[src/rtl/perceptron_update.sv]
// perceptron_update: one training step for a two-input threshold perceptron.
// A start in IDLE captures the sample and current weights. Two cycles of
// multiply-accumulate on one shared multiplier form the net input. ACT
// applies the threshold, and UPD presents the corrected weights with a load
// strobe when the sample was misclassified.
//
// Ports:
//   clk, rst               clock, asynchronous active-low reset
//   start, init            step request / weight-clear request (IDLE only)
//   x1, x2, t              sample inputs and target class (1 = +1, 0 = -1)
//   alpha, theta           learning rate, activation threshold (>= 0)
//   w1, w2, b              current weight/bias register contents
//   w1_new, w2_new, b_new  update values, valid while ld_w is high
//   ld_w, init0_w          load / clear strobes for the weight registers
//   y, err                 activation (-1/0/+1) and misclassification flag
//   busy, done             step in progress / one-cycle completion pulse
module perceptron_update #(
   parameter int unsigned N = 16
) (
   input  logic                clk,
   input  logic                rst,
   input  logic                start,
   input  logic                init,
   input  logic signed [N-1:0] x1,
   input  logic signed [N-1:0] x2,
   input  logic                t,
   input  logic signed [N-1:0] alpha,
   input  logic signed [N-1:0] theta,
   input  logic signed [N-1:0] w1,
   input  logic signed [N-1:0] w2,
   input  logic signed [N-1:0] b,
   output logic signed [N-1:0] w1_new,
   output logic signed [N-1:0] w2_new,
   output logic signed [N-1:0] b_new,
   output logic                ld_w,
   output logic                init0_w,
   output logic signed [1:0]   y,
   output logic                busy,
   output logic                done,
   output logic                err
);

   localparam int unsigned PW = 2 * N;      // full product width
   localparam int unsigned SW = 2 * N + 1;  // update sum width before wrap
   localparam int unsigned AW = 2 * N + 2;  // accumulator width

   localparam logic [2:0] S_IDLE = 3'd0;
   localparam logic [2:0] S_MAC1 = 3'd1;
   localparam logic [2:0] S_MAC2 = 3'd2;
   localparam logic [2:0] S_ACT  = 3'd3;
   localparam logic [2:0] S_UPD  = 3'd4;

   logic [2:0] state, state_nxt;
   logic       armed;
   logic       accept_c;

   logic signed [N-1:0]  x1_r, x2_r, alpha_r, theta_r, w1_r, w2_r, b_r;
   logic                 t_r;
   logic signed [AW-1:0] acc;

   logic signed [N-1:0]  mul_a, mul_b;
   logic signed [PW-1:0] prod;
   logic signed [AW-1:0] theta_ext;
   logic signed [1:0]    y_c, tgt_c;
   logic                 err_c;
   logic signed [PW-1:0] d1, d2;
   logic signed [SW-1:0] s1, s2, sb;

   // State register
   always_ff @(posedge clk or negedge rst) begin
      if (!rst) state <= S_IDLE;
      else      state <= state_nxt;
   end

   // Next-state logic; init has priority over start in IDLE
   always_comb begin
      state_nxt = state;
      accept_c  = 1'b0;
      case (state)
         S_IDLE: begin
            if (start && !init) begin
               accept_c  = 1'b1;
               state_nxt = S_MAC1;
            end
         end
         S_MAC1:  state_nxt = S_MAC2;
         S_MAC2:  state_nxt = S_ACT;
         S_ACT:   state_nxt = S_UPD;
         S_UPD:   state_nxt = S_IDLE;
         default: state_nxt = S_IDLE;
      endcase
   end

   // Keeps init0_w low in the first cycle after reset release
   always_ff @(posedge clk or negedge rst) begin
      if (!rst) armed <= 1'b0;
      else      armed <= 1'b1;
   end

   assign busy    = (state != S_IDLE);
   assign init0_w = (state == S_IDLE) && init && armed;

   // Sample capture so later input changes during busy have no effect
   always_ff @(posedge clk or negedge rst) begin
      if (!rst) begin
         x1_r    <= '0;
         x2_r    <= '0;
         t_r     <= 1'b0;
         alpha_r <= '0;
         theta_r <= '0;
         w1_r    <= '0;
         w2_r    <= '0;
         b_r     <= '0;
      end else if (accept_c) begin
         x1_r    <= x1;
         x2_r    <= x2;
         t_r     <= t;
         alpha_r <= alpha;
         theta_r <= theta;
         w1_r    <= w1;
         w2_r    <= w2;
         b_r     <= b;
      end
   end

   // Shared multiplier: w1*x1 in MAC1, w2*x2 in MAC2
   always_comb begin
      mul_a = w1_r;
      mul_b = x1_r;
      if (state == S_MAC2) begin
         mul_a = w2_r;
         mul_b = x2_r;
      end
   end

   assign prod = PW'(mul_a) * PW'(mul_b);

   // Net-input accumulator
   always_ff @(posedge clk or negedge rst) begin
      if (!rst) begin
         acc <= '0;
      end else if (state == S_MAC1) begin
         acc <= AW'(b_r) + AW'(prod);
      end else if (state == S_MAC2) begin
         acc <= acc + AW'(prod);
      end
   end

   // Threshold activation with a dead zone of [-theta, theta]
   assign theta_ext = AW'(theta_r);
   always_comb begin
      y_c = 2'sb00;
      if (acc > theta_ext)       y_c = 2'sb01;
      else if (acc < -theta_ext) y_c = 2'sb11;
   end

   assign tgt_c = t_r ? 2'sb01 : 2'sb11;
   assign err_c = (y_c != tgt_c);

   // Weight corrections: full-width products, sum wrapped to N bits
   assign d1 = PW'(alpha_r) * PW'(x1_r);
   assign d2 = PW'(alpha_r) * PW'(x2_r);
   assign s1 = t_r ? (SW'(w1_r) + SW'(d1)) : (SW'(w1_r) - SW'(d1));
   assign s2 = t_r ? (SW'(w2_r) + SW'(d2)) : (SW'(w2_r) - SW'(d2));
   assign sb = t_r ? (SW'(b_r) + SW'(alpha_r)) : (SW'(b_r) - SW'(alpha_r));

   // Registered results; captured in ACT so they are visible during UPD
   always_ff @(posedge clk or negedge rst) begin
      if (!rst) begin
         y      <= 2'sb00;
         err    <= 1'b0;
         ld_w   <= 1'b0;
         done   <= 1'b0;
         w1_new <= '0;
         w2_new <= '0;
         b_new  <= '0;
      end else begin
         ld_w <= 1'b0;
         done <= 1'b0;
         if (state == S_ACT) begin
            y      <= y_c;
            err    <= err_c;
            ld_w   <= err_c;
            done   <= 1'b1;
            w1_new <= N'(s1);
            w2_new <= N'(s2);
            b_new  <= N'(sb);
         end
      end
   end

endmodule

[config.mk]
export PLATFORM = sky130hd
export DESIGN_NAME = perceptron_update
export DESIGN_NICKNAME = d
export VERILOG_FILES = /design/src/rtl/perceptron_update.sv
export SDC_FILE = /design/constraint.sdc
export NUM_CORES = 2
export LEC_CHECK = 0
export CAP_MARGIN = 5
export CORE_ASPECT_RATIO = 0.8
export CORE_MARGIN = 4
export CORE_UTILIZATION = 35
export DETAILED_ROUTE_END_ITERATION = 12
export PLACE_DENSITY = 0.62
export SYNTH_ARGS = -nofsm -noshare
export SYNTH_HDL_FRONTEND = slang
export SYNTH_SLANG_ARGS = --single-unit
[constraint.sdc]
create_clock -name clk -period 11.25 [get_ports clk]
set_input_delay 2.8125 -clock clk [delete_from_list [all_inputs] [get_ports clk]]
set_output_delay 2.8125 -clock clk [all_outputs]
set_load 0.005 [all_outputs]
==> flow_summary.rst <==
.. list-table::
   :header-rows: 1

   * - Metric
     - Value
   * - RSZ-0062 raised after global routing
     - no
   * - Number of distinct standard cells referenced by the synthesized netlist
     - 80
   * - Sum of negative setup slack
     - 0 ps
   * - Number of hold-repair buffers added at the cts stage
     - 0
   * - Pin count of the biggest net entering global routing
     - between 90 and 100
   * - Outcome
     - complete, no violations
   * - DIE AREA
     - 102000 sq um
   * - Area fraction of the dominant cell type after synthesis
     - around a quarter
   * - Detailed-route wire length on metal 1
     - 44.8 mm
   * - Minimum period implied by the final worst setup slack
     - 10370 ps
   * - Estimated wirelength of the detail-placed design
     - 78.8 mm
   * - Proportion of register bits with asynchronous set or reset after synthesis
     - 100%
   * - Mapped Nets
     - 4829
   * - Gates resized, CTS repair
     - 0
   * - Cell type contributing the most total cell area after synthesis
     - sky130_fd_sc_hd__fa_1
   * - Source of the worst register-to-register timing path
     - state[0]
   * - Avg Cell Area, Syn
     - 8.72 sq um
   * - Top routing layer in use
     - met4
   * - Root Buffer Master
     - sky130_fd_sc_hd__clkbuf_16
   * - Peak Freq
     - 96.4 MHz
   * - Fraction of layout cells with a size suffix above 1
     - 6.02%
   * - Cell area after synthesis
     - 34000 sq um
   * - Insertion delay of the later-clocked pin in the worst-skew pair
     - 590 ps
   * - Top flip-flop cell by instance count after synthesis
     - sky130_fd_sc_hd__dfrtp_1
   * - Yosys warning total
     - 0
   * - Sink Count
     - 204
   * - Global-route wire length before repair
     - 154 mm
   * - Worst-Margin Slew
     - 1130 ps
   * - Sequential area share after synthesis
     - 15.0%
   * - Path class of the lowest-slack min-delay path
     - reg -> reg
   * - Setup Skew
     - 23.5 ps
   * - Startpoint types
     - flip-flop
   * - Number of cells in the finished layout apart from fillers
     - 5324
   * - Port buffer count
     - 171
   * - Core area
     - 95700 sq um
   * - Endpoint of the worst hold-timing path
     - w1_new[1]
   * - Number of post-CTS setup repair buffers
     - 0
   * - Max cap viols
     - 0
   * - Worst hold start
     - w1_new[1]
   * - Delay of the slowest cell on the worst path
     - 960 ps
   * - Count of nets after finishing
     - ~5000
   * - Antenna Violating Nets Remaining
     - 0
   * - TritonCTS clock tree
     - yes
   * - Total clock buffers created by CTS
     - 27
   * - Pins over their slew limit
     - 0
   * - Finish-stage setup viols
     - 0
   * - Remaining routing DRC violations
     - 0
   * - Synthesis-to-layout area growth
     - 12.3%
   * - Global-route total usage across every layer
     - a little under a fifth
   * - Worst reg2reg endpoint
     - acc[33]
   * - DR vias
     - about 27000
   * - Worst Path Max Fanout
     - between 50 and 60
   * - Endpoint arrival time on the critical path
     - roughly 11000 ps
   * - Data required time at the worst endpoint
     - 11740 ps
   * - Average wire per cell in the routed design
     - 18.3 um
   * - Total congestion overflow
     - 0
   * - Routability Congestion
     - 0.899
   * - Number of flops mapped to enable cells by yosys
     - 0
   * - Setup slack of the worst register-to-register path
     - between 800 and 900 ps
   * - Count of boundary I/O pins
     - 172
   * - Number of design-rule violations left by the first detailed-router iteration
     - about 1900
   * - Clock edge transition at the registers on the reported setup and hold paths
     - around 60 ps
   * - Worst Reg-to-Reg Cells
     - 33
   * - Critical Path Slowest Stage Cell
     - sky130_fd_sc_hd__mux2i_1
   * - Crit share post-route
     - 92.2%
   * - Number of H-tree levels
     - 1
   * - Endpoint kind of the worst setup timing path
     - flip-flop
   * - Final hold violations
     - 0
   * - DR pass1 iterations
     - 5
   * - Routed wl met2
     - between 40 and 50 mm
   * - Synthesis-stage register bit count
     - 204
   * - Die boundary height
     - 287 um
   * - Number of standard-cell rows in the floorplan
     - between 100 and 150
   * - Via count of the first global-routing pass
     - 27000
   * - Number of placed cells counting well taps
     - 5272
   * - Filler cells
     - 9615
   * - Gate count after technology mapping
     - 3900
   * - Die width
     - ~360 um
   * - Largest cells by area after synthesis
     - sky130_fd_sc_hd__fa_1 (25%), sky130_fd_sc_hd__dfrtp_1 (15%), sky130_fd_sc_hd__ha_1 (14%)
   * - Critical Setup Path Class
     - reg -> reg
   * - Number of cells traversed by the worst hold path
     - 2
   * - CTS max path bufs
     - 3
   * - CP most frequent cell
     - sky130_fd_sc_hd__fa_1
   * - Routed via count divided by cell count
     - slightly above 5
   * - Starting density of the core
     - 35.6%
   * - Overall routed net length
     - 97.6 mm
   * - Detailed route wirelength on metal3
     - 7.44 mm
   * - Slew margin rel.
     - between 20% and 30%
   * - Initial antenna violation count
     - 4
## layout by cell type, fill, tap and decap left out, types with 44 or more instances in the layout
| cell | Yosys | layout |
|---|---|---|
| sky130_fd_sc_hd__a21o_1 | 83 | 83 |
| sky130_fd_sc_hd__a21oi_1 | 157 | 157 |
| sky130_fd_sc_hd__and2_1 | 117 | 116 |
| sky130_fd_sc_hd__buf_4 | 0 | 44 |
| sky130_fd_sc_hd__clkdlybuf4s50_1 | 0 | 170 |
| sky130_fd_sc_hd__dfrtp_1 | 204 | 204 |
| sky130_fd_sc_hd__fa_1 | 425 | 425 |
| sky130_fd_sc_hd__ha_1 | 387 | 387 |
| sky130_fd_sc_hd__inv_1 | 626 | 626 |
| sky130_fd_sc_hd__mux2_2 | 116 | 116 |
| sky130_fd_sc_hd__nand2_1 | 532 | 530 |
| sky130_fd_sc_hd__nor2_1 | 265 | 265 |
| sky130_fd_sc_hd__nor3_1 | 46 | 46 |
| sky130_fd_sc_hd__o21ai_0 | 102 | 102 |
| sky130_fd_sc_hd__xnor2_1 | 170 | 170 |
| sky130_fd_sc_hd__xor2_1 | 88 | 88 |
## kinds of logic (layout without fill, tap and decap cells)
group / Yosys count / count (layout) / share of synthesized area (%)
flops: 204 / 204 / 15.0
compound gates: 564 / 564 / 10.6
fa+ha+maj: 812 / 812 / 39.2
other cells: 1 / 3 / 0.0110
mux: 149 / 149 / 4.81
simple gates: 1152 / 1152 / 15.3
buf+inv: 760 / 895 / 8.41
xor+xnor: 258 / 258 / 6.64
## critical path, delay by kind of cell (launching register included)
| kind | cells | cell delay [ps] |
|---|---|---|
| adders and majority gates | 8 | 3880 |
| AOI/OAI and AO/OA | 11 | 2510 |
| and+or+nand+nor | 8 | 2050 |
| muxes | 1 | 960 |
| DFF | 1 | 420 |
| buffers and inverters | 4 | 200 |
| xor gates and xnor gates | 1 | 200 |
## layer usage
metal,track usage [%],vias to the layer above
met2,29.5,783
li1,-,12800
met3,3.41,110
met4,4.59,0
met5,0,-
met1,27.6,13500
## synth_stat cells (5+ instances only)
| master | count |
|---|---|
| sky130_fd_sc_hd__nand3_1 | 39 |
| sky130_fd_sc_hd__nor2b_1 | 27 |
| sky130_fd_sc_hd__a31oi_1 | 18 |
| sky130_fd_sc_hd__or2_2 | 15 |
| sky130_fd_sc_hd__buf_1 | 16 |
| sky130_fd_sc_hd__o21ai_0 | 102 |
| sky130_fd_sc_hd__o31a_1 | 6 |
| sky130_fd_sc_hd__ha_1 | 387 |
| sky130_fd_sc_hd__nand2b_1 | 18 |
| sky130_fd_sc_hd__o21a_1 | 22 |
| sky130_fd_sc_hd__a211oi_1 | 26 |
| sky130_fd_sc_hd__and3_1 | 21 |
| sky130_fd_sc_hd__o211ai_1 | 15 |
| sky130_fd_sc_hd__dfrtp_1 | 204 |
| sky130_fd_sc_hd__fa_1 | 425 |
| sky130_fd_sc_hd__nor2_1 | 265 |
| sky130_fd_sc_hd__a21oi_1 | 157 |
| sky130_fd_sc_hd__o41ai_1 | 9 |
| sky130_fd_sc_hd__nand2_1 | 532 |
| sky130_fd_sc_hd__and2_1 | 117 |
| sky130_fd_sc_hd__nor3_1 | 46 |
| sky130_fd_sc_hd__clkbuf_1 | 113 |
| sky130_fd_sc_hd__xnor2_1 | 170 |
| sky130_fd_sc_hd__o21ai_1 | 15 |
| sky130_fd_sc_hd__mux2_2 | 116 |
| sky130_fd_sc_hd__o21bai_1 | 26 |
| sky130_fd_sc_hd__xor2_1 | 88 |
| sky130_fd_sc_hd__mux2i_1 | 33 |
| sky130_fd_sc_hd__or3_1 | 14 |
| sky130_fd_sc_hd__o22ai_1 | 17 |
| sky130_fd_sc_hd__a21o_1 | 83 |
| sky130_fd_sc_hd__and4_1 | 5 |
| sky130_fd_sc_hd__inv_1 | 626 |
| sky130_fd_sc_hd__nand4_1 | 22 |
| sky130_fd_sc_hd__o31ai_1 | 14 |
## state kept, by name, summed over array words and instances (netlist names), 2 cells and up
register and flops:
b_r 16, acc 34, state 3, w2_r 16, x2_r 16, theta_r 16, w1_r 16, y 2
w2_new 16, alpha_r 16, w1_new 16, x1_r 16, b_new 16
## through the flow
step | instance area [sq um] | utilization, % | worst slack (ps) | hold WS [ps]
after global placement | 37200 | 38.9 | 1230 | 459
after global routing | 38200 | 39.9 | 232 | 516
final | 38200 | 39.9 | 876 | 477
after floorplan | 34000 | - | 2190 | 470
after CTS | 38200 | 39.9 | 975 | 478
after detailed placement | 37200 | 38.9 | 1020 | 463
## final cells by class
| type | instances | area, sq um | share of cell area, % |
|---|---|---|---|
| diodes | 2 | 5.00 | 0.0131 |
| well taps | 1287 | 1610 | 4.22 |
| multi-input cells | 2936 | 26100 | 68.3 |
| flip-flops and latches | 204 | 5100 | 13.4 |
| clock inverters | 21 | 289 | 0.757 |
| inverters | 630 | 2360 | 6.19 |
| clock buffers | 29 | 693 | 1.82 |
| repair buffers | 215 | 2050 | 5.36 |
## how the worst max path moves through the flow
stage                        start       to  slack [ps]  cells past startpoint
after global routing      state[0]  acc[33]         230                     35
final                     state[0]  acc[33]         880                     33
after CTS                 state[0]  acc[33]         970                     35
after detailed placement  state[2]  acc[33]        1020                     37
after global placement    state[0]  acc[33]        1230                     37
after floorplan           state[0]  acc[33]        2190                     40
Power is left out: the tool's default activity adds up to more than one toggle a clock period on the data nets, which glitch-free logic cannot reach.
